[config.mk]
export PLATFORM = sky130hd
export DESIGN_NAME = seq_det_ctrl
export DESIGN_NICKNAME = d
export VERILOG_FILES = /design/src/rtl/seq_det_pkg.sv /design/src/rtl/seq_det_window.sv /design/src/rtl/seq_det_ctrl.sv
export SDC_FILE = /design/constraint.sdc
export NUM_CORES = 1
export LEC_CHECK = 0
export BUFFER_PORTS_ARGS = -buffer_cell sky130_fd_sc_hd__buf_2
export CORE_ASPECT_RATIO = 1.1
export CORE_UTILIZATION = 60
export DETAILED_ROUTE_END_ITERATION = 12
export HOLD_SLACK_MARGIN = 0.15
export PLACE_DENSITY = 0.92
export SETUP_SLACK_MARGIN = 0.3
export SLEW_MARGIN = 30
export SYNTH_ARGS = -nofsm -noshare
export SYNTH_HDL_FRONTEND = slang
export SYNTH_SLANG_ARGS = --single-unit
[constraint.sdc]
create_clock -name clk -period 6.3 [get_ports clk]
set_clock_uncertainty 0.05 [all_clocks]
set_input_delay 0 -clock clk [delete_from_list [all_inputs] [get_ports clk]]
set_output_delay 0 -clock clk [all_outputs]
set_load 0.005 [all_outputs]
[src/rtl/seq_det_pkg.sv]
// Shared types and defaults for the programmable serial pattern detector.
package seq_det_pkg;

  localparam int MAXLEN_D = 8;
  localparam int CW_D     = 8;

  typedef enum logic [1:0] {
    IDLE   = 2'd0,
    LOADED = 2'd1,
    RUN    = 2'd2
  } state_t;

endpackage

[src/rtl/seq_det_window.sv]
// Serial shift window with fill tracking and a length-masked pattern compare.
module seq_det_window
  import seq_det_pkg::*;
#(
  parameter int MAXLEN = MAXLEN_D,
  parameter int LW     = $clog2(MAXLEN + 1)
) (
  input  logic              clk,
  input  logic              rst,
  input  logic              clr,
  input  logic              shift,
  input  logic              in,
  input  logic              overlap,
  input  logic [LW-1:0]     len,
  input  logic [MAXLEN-1:0] pattern,
  output logic              hit
);

  logic [MAXLEN-1:0] win;
  logic [MAXLEN-1:0] win_nx;
  logic [MAXLEN-1:0] mask;
  logic [LW-1:0]     fill;
  logic [LW-1:0]     fill_nx;

  always_comb begin
    win_nx  = (win << 1) | MAXLEN'(in);
    fill_nx = (fill == LW'(MAXLEN)) ? fill : fill + 1'b1;
    mask    = '0;
    for (int i = 0; i < MAXLEN; i++) begin
      mask[i] = (i < int'(len));
    end
    // len of zero would give an empty mask that trivially compares equal
    hit = shift && (len != '0) && (fill_nx >= len) &&
          (((win_nx ^ pattern) & mask) == '0);
  end

  always_ff @(posedge clk) begin
    if (rst || clr) begin
      win  <= '0;
      fill <= '0;
    end else if (shift) begin
      win  <= win_nx;
      fill <= (hit && !overlap) ? '0 : fill_nx;
    end
  end

endmodule

[src/rtl/seq_det_ctrl.sv]
// Host-sequenced controller: config handshake, run control, hit counting
// and auto-stop around the serial match window.
module seq_det_ctrl
  import seq_det_pkg::*;
#(
  parameter int MAXLEN = MAXLEN_D,
  parameter int CW     = CW_D,
  parameter int LW     = $clog2(MAXLEN + 1)
) (
  input  logic              clk,
  input  logic              rst,
  input  logic              cfg_valid,
  output logic              cfg_ready,
  input  logic [MAXLEN-1:0] cfg_pattern,
  input  logic [LW-1:0]     cfg_len,
  input  logic              cfg_overlap,
  input  logic [CW-1:0]     cfg_max_hits,
  input  logic              start,
  input  logic              abort,
  input  logic              in,
  input  logic              in_valid,
  output logic              match,
  output logic [CW-1:0]     hit_count,
  output logic              busy,
  output logic              done
);

  state_t            state;
  logic [MAXLEN-1:0] pat_q;
  logic [LW-1:0]     len_q;
  logic              ovl_q;
  logic [CW-1:0]     max_q;
  logic              hit;
  logic              shift;
  logic              go;
  logic              cfg_hs;
  logic              last;
  logic [CW-1:0]     cnt_nx;

  assign busy      = (state == RUN);
  assign cfg_ready = !busy;
  assign cfg_hs    = cfg_valid & cfg_ready;
  assign go        = (state == LOADED) && start;
  assign shift     = busy & in_valid;
  assign cnt_nx    = (hit && hit_count != '1) ? hit_count + 1'b1 : hit_count;
  assign last      = hit && (max_q != '0) && (cnt_nx == max_q);

  seq_det_window #(
    .MAXLEN (MAXLEN),
    .LW     (LW)
  ) u_win (
    .clk     (clk),
    .rst     (rst),
    .clr     (go),
    .shift   (shift),
    .in      (in),
    .overlap (ovl_q),
    .len     (len_q),
    .pattern (pat_q),
    .hit     (hit)
  );

  always_ff @(posedge clk) begin
    if (rst) begin
      state     <= IDLE;
      pat_q     <= '0;
      len_q     <= '0;
      ovl_q     <= 1'b0;
      max_q     <= '0;
      hit_count <= '0;
      match     <= 1'b0;
      done      <= 1'b0;
    end else begin
      match <= 1'b0;
      done  <= 1'b0;
      if (cfg_hs) begin
        pat_q <= cfg_pattern;
        len_q <= (cfg_len > LW'(MAXLEN)) ? LW'(MAXLEN) : cfg_len;
        ovl_q <= cfg_overlap;
        max_q <= cfg_max_hits;
      end
      unique case (state)
        IDLE: begin
          if (cfg_hs) state <= LOADED;
        end
        LOADED: begin
          if (start) begin
            state     <= RUN;
            hit_count <= '0;
          end
        end
        RUN: begin
          match     <= hit;
          hit_count <= cnt_nx;
          // a hit coinciding with abort still counts; done fires once
          if (last || abort) begin
            done  <= 1'b1;
            state <= LOADED;
          end
        end
        default: state <= IDLE;
      endcase
    end
  end

endmodule

* Word level (Yosys, flattened, before mapping)
Index checks and enable logic that the tools add are counted.
** Storage, ports and cells
- Input port bits :: 28
- Logic and storage cells :: 67
- Register bits :: 44
** Cells by class
- Add/sub/neg operators :: 2
- Order comparisons :: 10
- Bitwise gates (word level) :: 6
- Equal/unequal tests :: 8
- Reduce and logical (&&, ||, !) cells :: 20
- Mux-type cells :: 11
** Operator list (number)
- $lt A3 B4 Y1 const A :: 4
- $mux W8 :: 2
- $pmux W8 S2 :: 1
- $mux W4 :: 3
- $add A8 B1 Y8 const B :: 1
- $and A8 B8 Y8 :: 1
- $eq A8 B8 Y1 :: 1
- $logic_and A1 B1 Y1 :: 8
- $logic_not A8 Y1 :: 1
- $lt A1 B4 Y1 const A :: 2
- $lt A2 B4 Y1 const A :: 2
- $ne A8 B8 Y1 const B :: 1
- $or A8 B1 Y8 :: 1
- $reduce_bool A8 Y1 :: 1
- $xor A8 B8 Y8 :: 1
- $mux W2 :: 3
- $pmux W2 S3 :: 1
- $add A4 B1 Y4 const B :: 1
- $eq A4 B4 Y1 const B :: 1
- $ge A4 B4 Y1 :: 1
- $gt A4 B4 Y1 const B :: 1
- $ne A2 B2 Y1 const B :: 2
- $reduce_bool A4 Y1 :: 1
- $reduce_and A3 Y1 :: 1
- other kinds (12) :: 15

* Depth between registers and ports, before layout
- Depth after elaboration :: 12
- Gate-level depth with buffers :: 15
- Mapped depth without buffers :: 14

* Cells and area by module
A second synthesis with hierarchy kept.
** Second synthesis, totals
- Cells, all modules :: 299
- Area, all modules :: 2453.6 sq um
** By module, submodules not included
- seq_det_ctrl :: cells an instance 212, area an instance 1659.1 sq um, times used 1
- seq_det_window :: cells an instance 87, area an instance 794.5 sq um, times used 1

* Worst setup path before layout
No wires, ideal clock.
- Kind :: register to register
- From :: register u_win.fill[0]
- To :: register state[1]
- Slack :: 3.122 ns
- Period minus slack after synthesis :: 3.178 ns
- Cell stages (with the launch flop) :: 15
- Setup time :: 0.116 ns
- Arrival time :: 3.013 ns
- Cell sequence :: dfxtp_1 -> inv_1 -> ha_1 -> nand2_1 -> nor2_1 -> xnor2_1 -> ha_1 -> nand2b_1 -> a2111oi_0 -> or4_4 -> nor3_4 -> mux2_2 -> a22oi_1 -> a41oi_2 -> a31o_1
** On the way
- Cells in the longest elaborated chain, start to end :: 12
** Ends and longest elaborated chain
- start: declaration :: RTL line seq_det_window.sv:22 : logic [LW-1:0] fill;
- start signal: assignment :: RTL line seq_det_window.sv:43 : fill <= (hit && !overlap) ? '0 : fill_nx;
- $add A4 B1 Y4 / $eq A4 B4 Y1 (equally long branches) :: RTL line seq_det_window.sv:27 : fill_nx = (fill == LW'(MAXLEN)) ? fill : fill + 1'b1;
- $mux W4 (*) :: RTL line seq_det_window.sv:27
- $ge A4 B4 Y1 (*) :: RTL line seq_det_window.sv:33 : hit = shift && (len != '0) && (fill_nx >= len) &&
- $logic_and A1 B1 Y1 (*) (2 in series) :: RTL line seq_det_window.sv:33
- $logic_and A1 B1 Y1 :: RTL line seq_det_ctrl.sv:45 : assign cnt_nx = (hit && hit_count != '1) ? hit_count + 1'b1 : hit_count;
- $mux W8 :: RTL line seq_det_ctrl.sv:45
- $eq A8 B8 Y1 :: RTL line seq_det_ctrl.sv:46 : assign last = hit && (max_q != '0) && (cnt_nx == max_q);
- $logic_and A1 B1 Y1 (*) :: RTL line seq_det_ctrl.sv:46
- $logic_or A1 B1 Y1 (*) :: RTL line seq_det_ctrl.sv:96 : if (last || abort) begin
- $ne A2 B1 Y1 (no source line) (*)
- $reduce_and A3 Y1 (no source line) (*)
- end signal: assignment :: RTL line seq_det_ctrl.sv:65 : state <= IDLE;
- end signal: assignment :: RTL line seq_det_ctrl.sv:98 : state <= LOADED;
- end signal: assignment :: RTL line seq_det_ctrl.sv:101 : default: state <= IDLE;
- end: declaration :: RTL line seq_det_ctrl.sv:28 : state_t state;
Every way passes the cells marked *; elsewhere a longest branch is shown, timed or not.
A chain may end at the register's enable or synchronous reset.

* Worst setup path in the final report
Same ends and word-level chain as after synthesis.

==> impl_results.md <==
* CTS tree: done
* Critical register-to-register path startpoint: u_win.fill[0]
* Core Region at ~3700 µm²
* Met2 Usage GRT at 0.6182
* Share of layout cells above drive strength 1 at 0.1580
* Drt total wl at 6.934 mm
* Final Cycle Share at 0.5535
* Reg2reg end: state[1]
* Final core area utilization at 0.8159
* Maxcap violations at 0
* Final ANT Viol Nets at 0
* Yosys warning count at 0
* TritonCTS sink count at 44
* Root buffer cell: clkbuf_8
* Post-synthesis cell type count at 46
* N_diodes at 0
* CP Launch Type: flip-flop
* R2R setup slack at ~2.8 ns
* Cell with the most instances after synthesis: nand2_1
* CTS resizes at 0
* Status: finished, final reports clean
* Clk_lat worst skew at 0.30 ns
* VDD IR max at 178.6 µV
* Site Rows at 23
* Top FF cell, synth: dfxtp_1
* H-tree depth reported by CTS at 2
* Hold path cells at 4
* Antenna violations before repair at 0
* Via density at ~6.0
* Asr flop ratio synth at 0
* First-pass GRT wire length at between 10 and 15 mm
* Final Non-Filler Cells at about 420
* Pleak at 1.174 nW
* Critical path class: reg2reg
* Slew Viols, Final at 0
* Hold Path Sink: u_win.win[6]
* Die area at about 4100 µm²
* IO Count at 40
* CP delay by family, top: simple AND/OR/NAND/NOR gates
* Cell Area, Synth at approximately 2300 µm²
* Avg Inst Size Synth at around 8 µm²
* GRT busiest layer: met2
* Final TNS setup at 0 ns
* Fin area at about 3000 µm²
* Nets at around 400
* RSZ-0062 raised after global routing: false
* Starting density of the core at 0.6315
* Clk buf depth at 2
* Number of port buffers at 39
* DRC viols at 0
* Area grow syn2layout at 29.21%
* GR met3 Demand/Resource at 0.08621
* Hold crit path type: in2reg
* Pwr dens at between 150 and 200 nW/µm²
* Die Y at about 67 µm
* CP endpoint kind: flip-flop
* Vias in the first global route at 2426
* Largest area contributor in the netlist: dfxtp_1
* Met1 usage at 0.4115
* Final Critical Period at 3.487 ns
* WHS at between 0.2 and 0.25 ns
* Synth Register Bits at between 40 and 50
* DRT Pass-1 Iters at 5
* Gpl congestion at 0.9030
* CTS Hold Bufs at 40
* Slew @ Worst Pin at 0.7762 ns
* Mean routed wirelength per cell at 16.63 µm
* Crit-path max cell delay at about 0.54 ns
* Final hold vios at 0
* Number of DRC markers in iteration 0 at 190
* Placed cell area at ~2500 µm²
* Worst Path Buf+Inv at 1
* Critical Path AT at 3.63 ns
* Synth Instances at slightly below 300
* Mapped Nets at between 300 and 400
* Max frequency at roughly 0.29 GHz
* Die W at 61.37 µm
* CP max FO at 10
* Seq/Total Area, Yosys at 0.3787
* Total GRT Usage at 0.3708
* Via count at 2514
* Largest net degree at the start of global routing at 30
* Placed insts at around 370
* EDFF count, synth at 0
* R2R cell count at 14
* Hold_sp: in_valid
* WP data required at between 6 and 7 ns
* Slew headroom at 0.4813
* Post-CTS Setup Bufs at 0
* Crit path top cell by count: ha_1
* GRT Residual Overflow at 0
* TritonCTS buffer count at 5
* Max stage delay cell, worst path: or4_4
* DP HPWL at between 3 and 4 mm
* Synth area leaders: dfxtp_1 38%, nand2_1 10%, a21oi_1 8.0%
* Final setup viols at 0
* Leading cell types by count after synthesis: 64 x nand2_1, 44 x dfxtp_1, 37 x a21oi_1
* Clock slew at reported path FFs at roughly 0.080 ns
* Yosys top cell area share at 0.3787
* CP Cell Sequence: inv_1 > ha_1 > nand2_1 > nor2_1 > xnor2_1 > ha_1 > nand2b_1 > a2111oi_0 > or4_4 > nor3_4 > mux2_2 > a22oi_1 > a41oi_2 > a31o_1
[how the worst max path moves through the flow]
stage / startpoint / end / slack [ns] / depth (start not counted)
after detailed placement: u_win.fill[0] / state[1] / 2.86 / 14
final: u_win.fill[0] / state[1] / 2.81 / 14
after global placement: u_win.fill[0] / state[1] / 3.01 / 14
after floorplan: u_win.fill[0] / state[1] / 3.12 / 14
after CTS: u_win.fill[0] / state[1] / 2.83 / 14
after global routing: u_win.fill[0] / state[0] / 2.60 / 14
[cell type report]
type                            count  area, µm²
Multi-Input combinational cell    224       1329
Sequential cell                    44      880.8
Fill cell                         231      678.2
Clock inverter                      2      10.01
Tap cell                           50      62.56
Clock buffer                        6      82.58
Timing Repair Buffer               79      595.6
Inverter                           12      45.04
[metal layers]
layer	vias to the layer above	part of all wire
li1	1155	-
met1	1168	0.39
met2	151	0.50
met3	40	0.065
met4	0	0.051
met5	-	0
[cell families (layout without fill, tap and decap cells)]
logic type | Yosys count | in the layout | synth area share
simple gates | 123 | 123 | 0.2501
compound gates | 70 | 70 | 0.1872
flops | 44 | 44 | 0.3787
buf+inv | 27 | 99 | 0.05003
xor+xnor | 20 | 20 | 0.07854
fa+ha+maj | 7 | 7 | 0.03765
mux | 4 | 4 | 0.01775
[report_power, final]
part           switching (mW)  leakage, nW  internal [mW]
logic                  0.0439        0.765         0.0433
registers              0.0105        0.358          0.287
clock network          0.0951       0.0510         0.0875
total                   0.150         1.17          0.418
[worst reg2reg max path: stages (launching register included)]
cell and delay [ns]:
dfxtp_1 0.39, inv_1 0.09, ha_1 0.19, nand2_1 0.08
nor2_1 0.06, xnor2_1 0.15, ha_1 0.27, nand2b_1 0.09
a2111oi_0 0.09, or4_4 0.54, nor3_4 0.40, mux2_2 0.39
a22oi_1 0.19, a41oi_2 0.18, a31o_1 0.24
[sequential cells by signal, indices dropped and copies added (netlist names)]
signal      count
state           2
max_q           8
u_win.fill      4
match           1
done            1
u_win.win       7
len_q           4
hit_count       8
pat_q           8
ovl_q           1
[through the flow]
| step | total power [mW] | setup slack [ns] |
|---|---|---|
| floorplan | 0.3438 | 3.122 |
| global placement | 0.3605 | 3.007 |
| detailed placement | 0.3631 | 2.862 |
| CTS | 0.5612 | 2.831 |
| global route | 0.5898 | 2.596 |
| finish | 0.5675 | 2.813 |
[layout by cell type (no fill, tap or decap), drive strengths merged, types with 5 or more instances in the layout]
| cell | Yosys | routed |
|---|---|---|
| a21oi | 37 | 37 |
| a22oi | 5 | 5 |
| buf | 2 | 39 |
| clkbuf | 13 | 6 |
| dfxtp | 44 | 44 |
| dlygate4sd3 | 0 | 40 |
| ha | 7 | 7 |
| inv | 12 | 12 |
| nand2 | 64 | 64 |
| nand3 | 6 | 6 |
| nor2 | 25 | 25 |
| nor3 | 6 | 6 |
| o21ai | 8 | 8 |
| xnor2 | 19 | 19 |
Note: power is estimated with default switching activity, not from simulation.
